### src/rtl/hamming_pc_pkg.sv
// Shared constants, codeword field offsets and FSM state type for the
// 64-bit product-code Hamming encoder front end.
package hamming_pc_pkg;

    localparam int DATA_W = 64;
    localparam int ROWS   = 8;
    localparam int H_W    = 8;
    localparam int V_W    = 8;
    localparam int D_W    = 15;
    localparam int CW_W   = 111;

    // LSB positions of each field inside codeword_out
    localparam int CW_DATA_LSB = 47;
    localparam int CW_H_LSB    = 35;
    localparam int CW_V_LSB    = 23;
    localparam int CW_D1_LSB   = 11;
    localparam int CW_D2_LSB   = 0;

    typedef enum logic [1:0] {
        IDLE   = 2'd0,
        ACCUM  = 2'd1,
        ENCODE = 2'd2,
        OUTPUT = 2'd3
    } state_e;

endpackage

### src/rtl/hamming_11_7.sv
// Hamming(11,7) encoder: code bit p-1 holds position p; parity at 1,2,4,8.
module hamming_11_7 (
    input  logic [6:0]  data_i,
    output logic [10:0] code_o
);
    logic p1, p2, p4, p8;

    assign p1 = data_i[0] ^ data_i[1] ^ data_i[3] ^ data_i[4] ^ data_i[6];
    assign p2 = data_i[0] ^ data_i[2] ^ data_i[3] ^ data_i[5] ^ data_i[6];
    assign p4 = data_i[1] ^ data_i[2] ^ data_i[3];
    assign p8 = data_i[4] ^ data_i[5] ^ data_i[6];

    assign code_o = {data_i[6:4], p8, data_i[3:1], p4, data_i[0], p2, p1};
endmodule

### src/rtl/hamming_12_8.sv
// Hamming(12,8) encoder: code bit p-1 holds position p; parity at 1,2,4,8.
module hamming_12_8 (
    input  logic [7:0]  data_i,
    output logic [11:0] code_o
);
    logic p1, p2, p4, p8;

    assign p1 = data_i[0] ^ data_i[1] ^ data_i[3] ^ data_i[4] ^ data_i[6];
    assign p2 = data_i[0] ^ data_i[2] ^ data_i[3] ^ data_i[5] ^ data_i[6];
    assign p4 = data_i[1] ^ data_i[2] ^ data_i[3] ^ data_i[7];
    assign p8 = data_i[4] ^ data_i[5] ^ data_i[6] ^ data_i[7];

    assign code_o = {data_i[7:4], p8, data_i[3:1], p4, data_i[0], p2, p1};
endmodule

### src/rtl/hamming_pc_parity_accum.sv
// Row/column/anti-diagonal parity accumulators, folding ROWS_PER_CYCLE rows
// of the latched word per step.
module hamming_pc_parity_accum
    import hamming_pc_pkg::*;
#(
    parameter int ROWS_PER_CYCLE = 1
) (
    input  logic              clk,
    input  logic              rst_n,
    input  logic              clear_i,
    input  logic              step_i,
    input  logic [DATA_W-1:0] data_i,
    output logic [H_W-1:0]    h_o,
    output logic [V_W-1:0]    v_o,
    output logic [D_W-1:0]    d_o,
    output logic              done_o
);
    // With ROWS_PER_CYCLE=8 the step wraps to 0 and the pointer never moves.
    localparam logic [2:0] PTR_STEP = 3'(ROWS_PER_CYCLE);
    localparam logic [2:0] LAST_PTR = 3'(ROWS - ROWS_PER_CYCLE);

    logic [H_W-1:0] h_q, h_d;
    logic [V_W-1:0] v_q, v_d;
    logic [D_W-1:0] d_q, d_d;
    logic [2:0]     row_ptr_q, row_ptr_d;
    logic [ROWS-1:0] row_sel;

    always_comb begin
        for (int r = 0; r < ROWS; r++) begin
            row_sel[r] = (3'(r - (r % ROWS_PER_CYCLE)) == row_ptr_q);
        end
    end

    always_comb begin
        h_d       = h_q;
        v_d       = v_q;
        d_d       = d_q;
        row_ptr_d = row_ptr_q;
        if (clear_i) begin
            h_d       = '0;
            v_d       = '0;
            d_d       = '0;
            row_ptr_d = '0;
        end else if (step_i) begin
            for (int r = 0; r < ROWS; r++) begin
                if (row_sel[r]) begin
                    h_d[r] = ^data_i[8*r +: 8];
                    v_d    = v_d ^ data_i[8*r +: 8];
                    // Bit (r,c) lands on anti-diagonal r+c, stored MSB-first.
                    for (int c = 0; c < 8; c++) begin
                        d_d[14-r-c] = d_d[14-r-c] ^ data_i[8*r+c];
                    end
                end
            end
            row_ptr_d = row_ptr_q + PTR_STEP;
        end
    end

    always_ff @(posedge clk or negedge rst_n) begin
        if (!rst_n) begin
            h_q       <= '0;
            v_q       <= '0;
            d_q       <= '0;
            row_ptr_q <= '0;
        end else begin
            h_q       <= h_d;
            v_q       <= v_d;
            d_q       <= d_d;
            row_ptr_q <= row_ptr_d;
        end
    end

    assign h_o    = h_q;
    assign v_o    = v_q;
    assign d_o    = d_q;
    assign done_o = (row_ptr_q == LAST_PTR);
endmodule

### src/rtl/hamming_pc_encode_ctrl.sv
// Sequenced product-code Hamming encoder front end: accept one word, fold its
// parities, encode them and hold the 111-bit codeword until taken.
module hamming_pc_encode_ctrl
    import hamming_pc_pkg::*;
#(
    parameter int ROWS_PER_CYCLE = 1,
    parameter int CNT_W          = 16
) (
    input  logic              clk,
    input  logic              rst_n,
    input  logic              in_valid,
    output logic              in_ready,
    input  logic [DATA_W-1:0] data_in,
    output logic              out_valid,
    input  logic              out_ready,
    output logic [CW_W-1:0]   codeword_out,
    output logic              busy,
    output logic [CNT_W-1:0]  word_cnt,
    output state_e            dbg_state_o
);
    // Handshakes: a transfer happens on a rising edge where valid && ready;
    // valid never depends on ready, and out_valid/codeword_out stay put until taken.
    state_e              state_q, state_d;
    logic [DATA_W-1:0]   data_q, data_d;
    logic [CW_W-1:0]     cw_q, cw_d;
    logic                out_valid_q, out_valid_d;
    logic                in_ready_q, in_ready_d;
    logic [CNT_W-1:0]    cnt_q, cnt_d;

    logic                acc_clear, acc_step, acc_done;
    logic [H_W-1:0]      h;
    logic [V_W-1:0]      v;
    logic [D_W-1:0]      d;
    logic [11:0]         h_enc, v_enc, d1_enc;
    logic [10:0]         d2_enc;

    hamming_pc_parity_accum #(.ROWS_PER_CYCLE(ROWS_PER_CYCLE)) u_accum (
        .clk     (clk),
        .rst_n   (rst_n),
        .clear_i (acc_clear),
        .step_i  (acc_step),
        .data_i  (data_q),
        .h_o     (h),
        .v_o     (v),
        .d_o     (d),
        .done_o  (acc_done)
    );

    hamming_12_8 u_enc_h  (.data_i(h),       .code_o(h_enc));
    hamming_12_8 u_enc_v  (.data_i(v),       .code_o(v_enc));
    hamming_12_8 u_enc_d1 (.data_i(d[7:0]),  .code_o(d1_enc));
    hamming_11_7 u_enc_d2 (.data_i(d[14:8]), .code_o(d2_enc));

    always_comb begin
        state_d     = state_q;
        data_d      = data_q;
        cw_d        = cw_q;
        out_valid_d = out_valid_q;
        cnt_d       = cnt_q;
        acc_clear   = 1'b0;
        acc_step    = 1'b0;
        case (state_q)
            IDLE: begin
                if (in_valid && in_ready_q) begin
                    data_d    = data_in;
                    acc_clear = 1'b1;
                    state_d   = ACCUM;
                end
            end
            ACCUM: begin
                acc_step = 1'b1;
                if (acc_done) state_d = ENCODE;
            end
            ENCODE: begin
                cw_d        = {data_q, h_enc, v_enc, d1_enc, d2_enc};
                out_valid_d = 1'b1;
                state_d     = OUTPUT;
            end
            OUTPUT: begin
                if (out_ready) begin
                    out_valid_d = 1'b0;
                    cnt_d       = cnt_q + CNT_W'(1);
                    state_d     = IDLE;
                end
            end
            default: state_d = IDLE;
        endcase
        // Registered so that ready stays low while reset is asserted.
        in_ready_d = (state_d == IDLE);
    end

    always_ff @(posedge clk or negedge rst_n) begin
        if (!rst_n) begin
            state_q     <= IDLE;
            data_q      <= '0;
            cw_q        <= '0;
            out_valid_q <= 1'b0;
            in_ready_q  <= 1'b0;
            cnt_q       <= '0;
        end else begin
            state_q     <= state_d;
            data_q      <= data_d;
            cw_q        <= cw_d;
            out_valid_q <= out_valid_d;
            in_ready_q  <= in_ready_d;
            cnt_q       <= cnt_d;
        end
    end

    assign in_ready     = in_ready_q;
    assign out_valid    = out_valid_q;
    assign codeword_out = cw_q;
    assign busy         = (state_q != IDLE);
    assign word_cnt     = cnt_q;
    assign dbg_state_o  = state_q;
endmodule
### config.mk
export PLATFORM = sky130hd
export DESIGN_NAME = hamming_pc_encode_ctrl
export DESIGN_NICKNAME = d
export VERILOG_FILES = /design/src/rtl/hamming_pc_pkg.sv /design/src/rtl/hamming_11_7.sv /design/src/rtl/hamming_12_8.sv /design/src/rtl/hamming_pc_parity_accum.sv /design/src/rtl/hamming_pc_encode_ctrl.sv
export SDC_FILE = /design/constraint.sdc
export NUM_CORES = 1
export LEC_CHECK = 0
export ABC_CLOCK_PERIOD_IN_PS = 6300
export CORE_MARGIN = 8
export CORE_UTILIZATION = 40
export CTS_BUF_LIST = sky130_fd_sc_hd__clkbuf_8
export CTS_CLUSTER_SIZE = 14
export DETAILED_ROUTE_END_ITERATION = 8
export HOLD_SLACK_MARGIN = 0.1
export SLEW_MARGIN = 0
export SYNTH_ARGS = -nofsm -noshare
export SYNTH_HDL_FRONTEND = slang
export SYNTH_HIERARCHICAL = 1
export SYNTH_SLANG_ARGS = --single-unit
### constraint.sdc
create_clock -name clk -period 6.3 [get_ports clk]
set_input_delay 1.26 -clock clk [delete_from_list [all_inputs] [get_ports clk]]
set_output_delay 1.26 -clock clk [all_outputs]
set_load 0.01 [all_outputs]
# After elaboration in Yosys (flattened, before gate mapping)
# Index checks and enable logic that the tools add are counted.
[op_classes]
add_sub_neg = 2
mux = 69
n_eq_ne = 12
n_bitwise = 126
reduce_logical = 34
[ops]
columns = ["cell", "count"]
rows = [
  ["8-bit 2-to-1 mux", 48],
  ["1-bit XOR", 118],
  ["8-bit XOR reduction", 8],
  ["8-bit XOR", 8],
  ["15-bit 2-to-1 mux", 2],
  ["2-bit AND reduction", 11],
  ["2-bit nonzero test", 11],
  ["16-bit by 1-bit adder with 16-bit output, second input constant", 1],
  ["3-bit == test, first input constant", 4],
  ["1-bit 2-to-1 mux", 12],
  ["2-bit one-hot mux with 4 select lines", 1],
  ["2-bit by 3-bit == test with 1-bit output, first input constant", 2],
  ["2-bit 2-to-1 mux", 3],
  ["3-bit 2-to-1 mux", 2],
  ["2-bit == test, second input constant", 2],
  ["2-bit logical NOT", 2],
  ["3-bit by 1-bit adder with 3-bit output, second input constant", 1],
  ["1-bit by 3-bit == test with 1-bit output, first input constant", 1],
  ["3-bit == test, second input constant", 1],
  ["3-bit logical NOT", 1],
  ["2-bit by 1-bit == test with 1-bit output, second input constant", 1],
  ["2-bit != test, second input constant", 1],
  ["1-bit one-hot mux with 2 select lines", 1],
  ["1-bit logical AND", 1],
]
[totals]
wordCells = 262
out_inout_bits = 132
ff_bits = 229

# Logic depth before layout (Yosys ltp)
[logic_depth]
depth_word = 32
depth_mapped = 11
mapped_depth_nobuf = 8

# Modules after synthesis
# Netlist, hierarchy kept.
[modules_own_cells]
columns = ["mod", "instances", "seq_area_each_um2", "area_per_inst_um2", "cells_per_inst"]
rows = [
  ["hamming_pc_encode_ctrl", 1, 4879.7, 7369.6, 448],
  ["hamming_pc_parity_accum", 1, 850.8, 3565.9, 425],
  ["hamming_12_8", 3, 0.0, 214.0, 22],
  ["hamming_11_7", 1, 0.0, 180.2, 19],
]

# Worst setup path after synthesis
# OpenSTA, ideal clock, no wires.
[synth_path]
kind = "input to register"
from = "in in_valid"
to = "reg u_accum.d_q[0] (netlist: u_accum/d_o[0])"
setup_time_ps = 132
path_stages = 7
slack_ps = 3536
arrival_time_ps = 2632
path_buffers = 4
required_ps = 6168
path_cell_list = "nand2_1 -> nor2_2 -> buf_2 -> clkbuf_1 -> clkbuf_1 -> buf_1 -> nor2_1"
[synth_between]
elab_chain_len = 5
word_cells_on_any_way = 7
cone_classes = "mux: 3; reduce/logical: 4"
[synth_lines]
columns = ["item", "line_no", "rtl"]
rows = [
  ["from (decl)", "hamming_pc_encode_ctrl.sv:11", "input logic in_valid,"],
  ["1-bit logical AND *", "hamming_pc_encode_ctrl.sv:64", "if (in_valid && in_ready_q) begin"],
  ["1-bit 2-to-1 mux *", "hamming_pc_encode_ctrl.sv:64", ""],
  ["1-bit 2-to-1 mux *", "hamming_pc_encode_ctrl.sv:62", "case (state_q)"],
  ["via acc_clear", "hamming_pc_encode_ctrl.sv:30", "logic acc_clear, acc_step, acc_done;"],
  ["2-bit nonzero test (no source line)", "--", ""],
  ["2-bit AND reduction (no source line)", "--", ""],
  ["to (signal assigned)", "hamming_pc_parity_accum.sv:63", "d_q <= '0;"],
  ["to (signal assigned)", "hamming_pc_parity_accum.sv:68", "d_q <= d_d;"],
  ["to (decl)", "hamming_pc_parity_accum.sv:24", "logic [D_W-1:0] d_q, d_d;"],
]
# The timed path passes the listed nets; every way through them passes the cells marked *.
# A chain may end at the register's enable or synchronous reset.

# Worst setup path after layout
[layout_path]
from = "reg state_q[1] (netlist: dbg_state_o[1])"
to = "out busy"
[layout_between]
elab_chain_len = 1
[layout_lines]
columns = ["item", "line_no", "rtl"]
rows = [
  ["from (decl)", "hamming_pc_encode_ctrl.sv:23", "state_e state_q, state_d;"],
  ["from (signal assigned)", "hamming_pc_encode_ctrl.sv:101", "state_q <= state_d;"],
  ["2-bit nonzero test", "hamming_pc_encode_ctrl.sv:113", "assign busy = (state_q != IDLE);"],
  ["to (decl)", "hamming_pc_encode_ctrl.sv:17", "output logic busy,"],
]
# No other way between the ends.

==> reports/results.md <==
* run status: complete, no violations
* category of the most critical setup path: flip-flop to output pin
* wire length of the first global-routing pass: 47,000 um
* average cell area after synthesis: 12.3 um2
* leakage dissipation: 6.08 nW
* Synth Area in Compound Gates: 4.29%
* number of global-route vias before repair: 8,160
* cells along the critical path: or2_4 -> clkdlybuf4s50_1
* cell count of the worst reg-to-reg path: 9
* worst min-delay path category: flip-flop to flip-flop
* xor and xnor fraction of the mapped netlist area: 15.8%
* portion of netlist area occupied by mux cells: 17.7%
* detailed-route DRC error count: 0
* number of distinct library cells after synthesis: 52
* Synth Instances: 958
* Post-Synth Simple-Gate Area: 7.19%
* fraction of synthesis flops using an asynchronous set or reset pin: 100%
* Most used DFF post-synth: dfrtp_1
* final wirelength: 29,000 um
* clock tree skew after final layout: 0.0149 ns
* portion of total power attributed to the clock network: 16.9%
* library cell with the largest summed area after synthesis: dfrtp_1
* fraction of power consumed by combinational cells: 49.0%
* setup TNS: 0 ns
* Final Cycle Share: 49.4%
* switching part of the total power: 36.9%
* Post-CTS Repair Setup Buffers: 0
* number of fillers in the final layout: 2,662
* fraction of layout cells with a size suffix above 1: 19.8%
* overall via count from detail_route: 7,503
* all-layer global routing usage: 16.5%
* internal power summed over all cells: 0.00539 W
* worst slew pin tran: 0.986 ns
* fmax: 322 MHz
* critical path required time: 5.04 ns
* slowest stage cell, crit path: dfrtp_1
* Area Overhead vs Synth: 23.9%
* overall power consumption: 0.00854 W
* TritonCTS Sinks: 229
* count of final max-slew check failures: 0
* Max Cap Viol: 0
* Syn. warnings: 6
* dominant combinational cell family by area after synthesis: multiplexers
* row cnt: 62
* adder-cell share of the synthesized area: 0.745%
* Max FO, Critical Path: 9
* initial core utilization: 40.7%
* final routed wire length divided by cell count: 19.0 um
* Critical R2R Launch: u_accum/row_ptr_q[2]$_DFFE_PN0P_
* number of setup violations in the final report: 0
* core area: 28,900 um2
* fraction of power consumed by sequential logic: 34.1%
* hold buffers post-CTS: 0
* antenna fix cells: 0
* sum of buffers and inverters on the critical path: 1
* worst slack at placement: 3.13 ns
* crit end category: output pin
* Hold Fails Final Rpt: 0
* Detail Placement HPWL: 20,900 um
* Seq/Total Area, Yosys: 48.7%
* number of I/O pins: 200
* CP peak stage delay: 0.49 ns
* number of detailed-route iterations in the first pass: 4
* Resized Gates After CTS: 0
* largest buffer count on any clock path: 3
* total standard cell area after synthesis: 11,800 um2
* Top delay family on crit path: flip-flops
* DR iter-0 viols: 329
* flops & latches, synth: 229
* worst hold start: word_cnt[15]$_DFFE_PN0P_
* unrepaired setup endpoints after global routing: no
* number of antenna-violating nets in the routed design: 0
* proportion of netlist area held by the largest area contributor: 48.7%
* Synthesized Nets: 1,033
* min setup slack post-route: 3.19 ns
* antenna violations before repair: 0
* Switch Pwr: 0.00315 W
* WHS Path Cells: 1
* maximum level of the CTS H-tree: 2
* total overflow reported by the global router: 0
* Cell Pwr Density: 586 nW/um2
* R2R Setup Slk: 3.33 ns
* Worst-Skew Late Latency: 0.54 ns
* largest net degree at the start of global routing: 147
* Clock transition at path regs: 0.06 ns
* critical register-to-register path endpoint: u_accum/v_o[3]$_DFFE_PN0P_
* data arrival at the endpoint of the critical path: 1.85 ns
* routed via count divided by cell count: 4.91
* Placer Congestion: 0.808
* endpoint of the worst hold-timing path: word_cnt[15]$_DFFE_PN0P_
* max_slew headroom: 34.2%
* count of input and output buffers: 199
* die area: 35,100 um2
* Root Buffer Master: clkbuf_8
* DIE WIDTH: 187 um
* most frequent cell after synthesis: dfrtp_1
* Max IR drop VDD: 0.000271 V
* Post-layout nets: 1,192
* Commonest cells post-synth: dfrtp_1 (229), mux2_2 (138), xnor2_1 (125)
* clock period minus final worst setup slack: 3.11 ns
* CTS tree: built
* crit path launch type: flip-flop
* Die Span Y: 187 um
* ranking of synthesized cells by area: dfrtp_1 (49%), mux2_2 (13%), xnor2_1 (9.3%), buf_4 (4.0%), mux2_1 (3.9%)
* number of buffers inserted during clock tree synthesis: 41
* number of flops mapped to enable cells by yosys: 0
==> sequential cells by signal, indices dropped and copies added, names as in the netlist <==
signal,flops
u_accum/v_o,8
u_accum/d_o,15
u_accum/row_ptr_q,3
dbg_state_o,2
in_ready,1
data_q,64
out_valid,1
u_accum/h_o,8
word_cnt,16
codeword_out,111
==> metrics by stage <==
step | util, % | hold slack (ns) | cell area (um2) | std cells
after floorplan | - | 0.508 | 11800 | 958
after global placement | 47.5 | 0.468 | 13700 | 1458
after detailed placement | 47.5 | 0.462 | 13700 | 1458
after CTS | 50.5 | 0.484 | 14600 | 1529
after global routing | 50.5 | 0.511 | 14600 | 1529
final | 50.5 | 0.481 | 14600 | 1529
==> routing by layer <==
metal | track usage (%) | wire, um
met5 | 0 | 0
met4 | 4.39 | 501
met3 | 3.86 | 1540
met2 | 26.6 | 13400
met1 | 22.2 | 13600
==> worst register-to-register path, delay by kind of cell (launching register included) <==
kind	cells	cell delay, ns
AO/OA/AOI/OAI	2	0.33
AND/OR/NAND/NOR	1	0.15
adder cells (fa/ha/maj)	1	0.42
XOR/XNOR	3	0.82
flip-flops	1	0.37
buffers and inverters	2	0.77
==> placed cells by master (no fill, tap or decap), types with 2 or more instances in the layout <==
| cell | n |
|---|---|
| a211oi_1 | 4 |
| mux2i_1 | 6 |
| clkinv_2 | 3 |
| a21oi_1 | 29 |
| o22ai_1 | 2 |
| a21o_1 | 2 |
| ha_1 | 7 |
| nand4_1 | 5 |
| mux2_1 | 41 |
| or3_1 | 4 |
| nor3_1 | 3 |
| nor2_1 | 40 |
| a31o_2 | 7 |
| a32oi_1 | 2 |
| nand3b_1 | 5 |
| inv_1 | 16 |
| buf_4 | 7 |
| o211ai_1 | 2 |
| nor2b_1 | 6 |
| nand2_1 | 72 |
| nand3_1 | 25 |
| xnor3_1 | 12 |
| xnor2_1 | 125 |
| xor2_1 | 34 |
| dfrtp_1 | 229 |
| a311oi_1 | 5 |
| inv_6 | 2 |
| nand2b_1 | 8 |
| o21ai_0 | 12 |
| a221oi_1 | 2 |
| xor2_2 | 3 |
| mux2_2 | 138 |
| and2_1 | 2 |
| xor3_1 | 6 |
| and3_1 | 4 |
| clkdlybuf4s50_1 | 198 |
| clkbuf_8 | 56 |
==> how the worst max path moves through the flow <==
stage                                     start                          to  slack [ns]  depth (start not counted)
2_1_floorplan                          in_valid  u_accum/d_o[0]$_DFFE_PN0P_        3.54                          7
3_3_place_gp                           in_valid      data_q[41]$_DFFE_PN0P_        3.15                          5
3_5_place_dp                           in_valid      data_q[41]$_DFFE_PN0P_        3.13                          5
4_1_cts                dbg_state_o[1]$_DFF_PN0_                        busy        3.15                          2
5_1_grt        u_accum/row_ptr_q[2]$_DFFE_PN0P_  u_accum/v_o[1]$_DFFE_PN0P_        3.09                          9
6_report               dbg_state_o[1]$_DFF_PN0_                        busy        3.19                          2
==> area by class of cell <==
| class | instances | area (um2) | area share (%) |
|---|---|---|---|
| clock buffers | 56 | 771 | 5.29 |
| inverters | 8 | 30.0 | 0.206 |
| repair buffers | 207 | 2070 | 14.2 |
| clock inverters | 15 | 100 | 0.687 |
| multi-input cells | 630 | 5380 | 37.0 |
| well taps | 384 | 480 | 3.30 |
| flip-flops and latches | 229 | 5730 | 39.3 |
==> cells by family (layout without fill, tap and decap cells) <==
kind of cell | Yosys count | in the layout
buf+inv | 99 | 286
fa+ha+maj | 7 | 7
xor+xnor | 180 | 180
compound gates | 76 | 76
flops | 229 | 229
simple gates | 182 | 182
mux | 185 | 185
==> power by group through the flow <==
| stage | logic [W] | registers, W | clock network (W) |
|---|---|---|---|
| finish | 0.00418 | 0.00291 | 0.00144 |
| global route | 0.00455 | 0.00303 | 0.00157 |
| CTS | 0.00423 | 0.00293 | 0.00150 |
| detailed placement | 0.00421 | 0.00295 | 0 |
| global placement | 0.00416 | 0.00295 | 0 |
| floorplan | 0.00316 | 0.00284 | 0 |
Note: power is estimated with default switching activity, not from simulation.
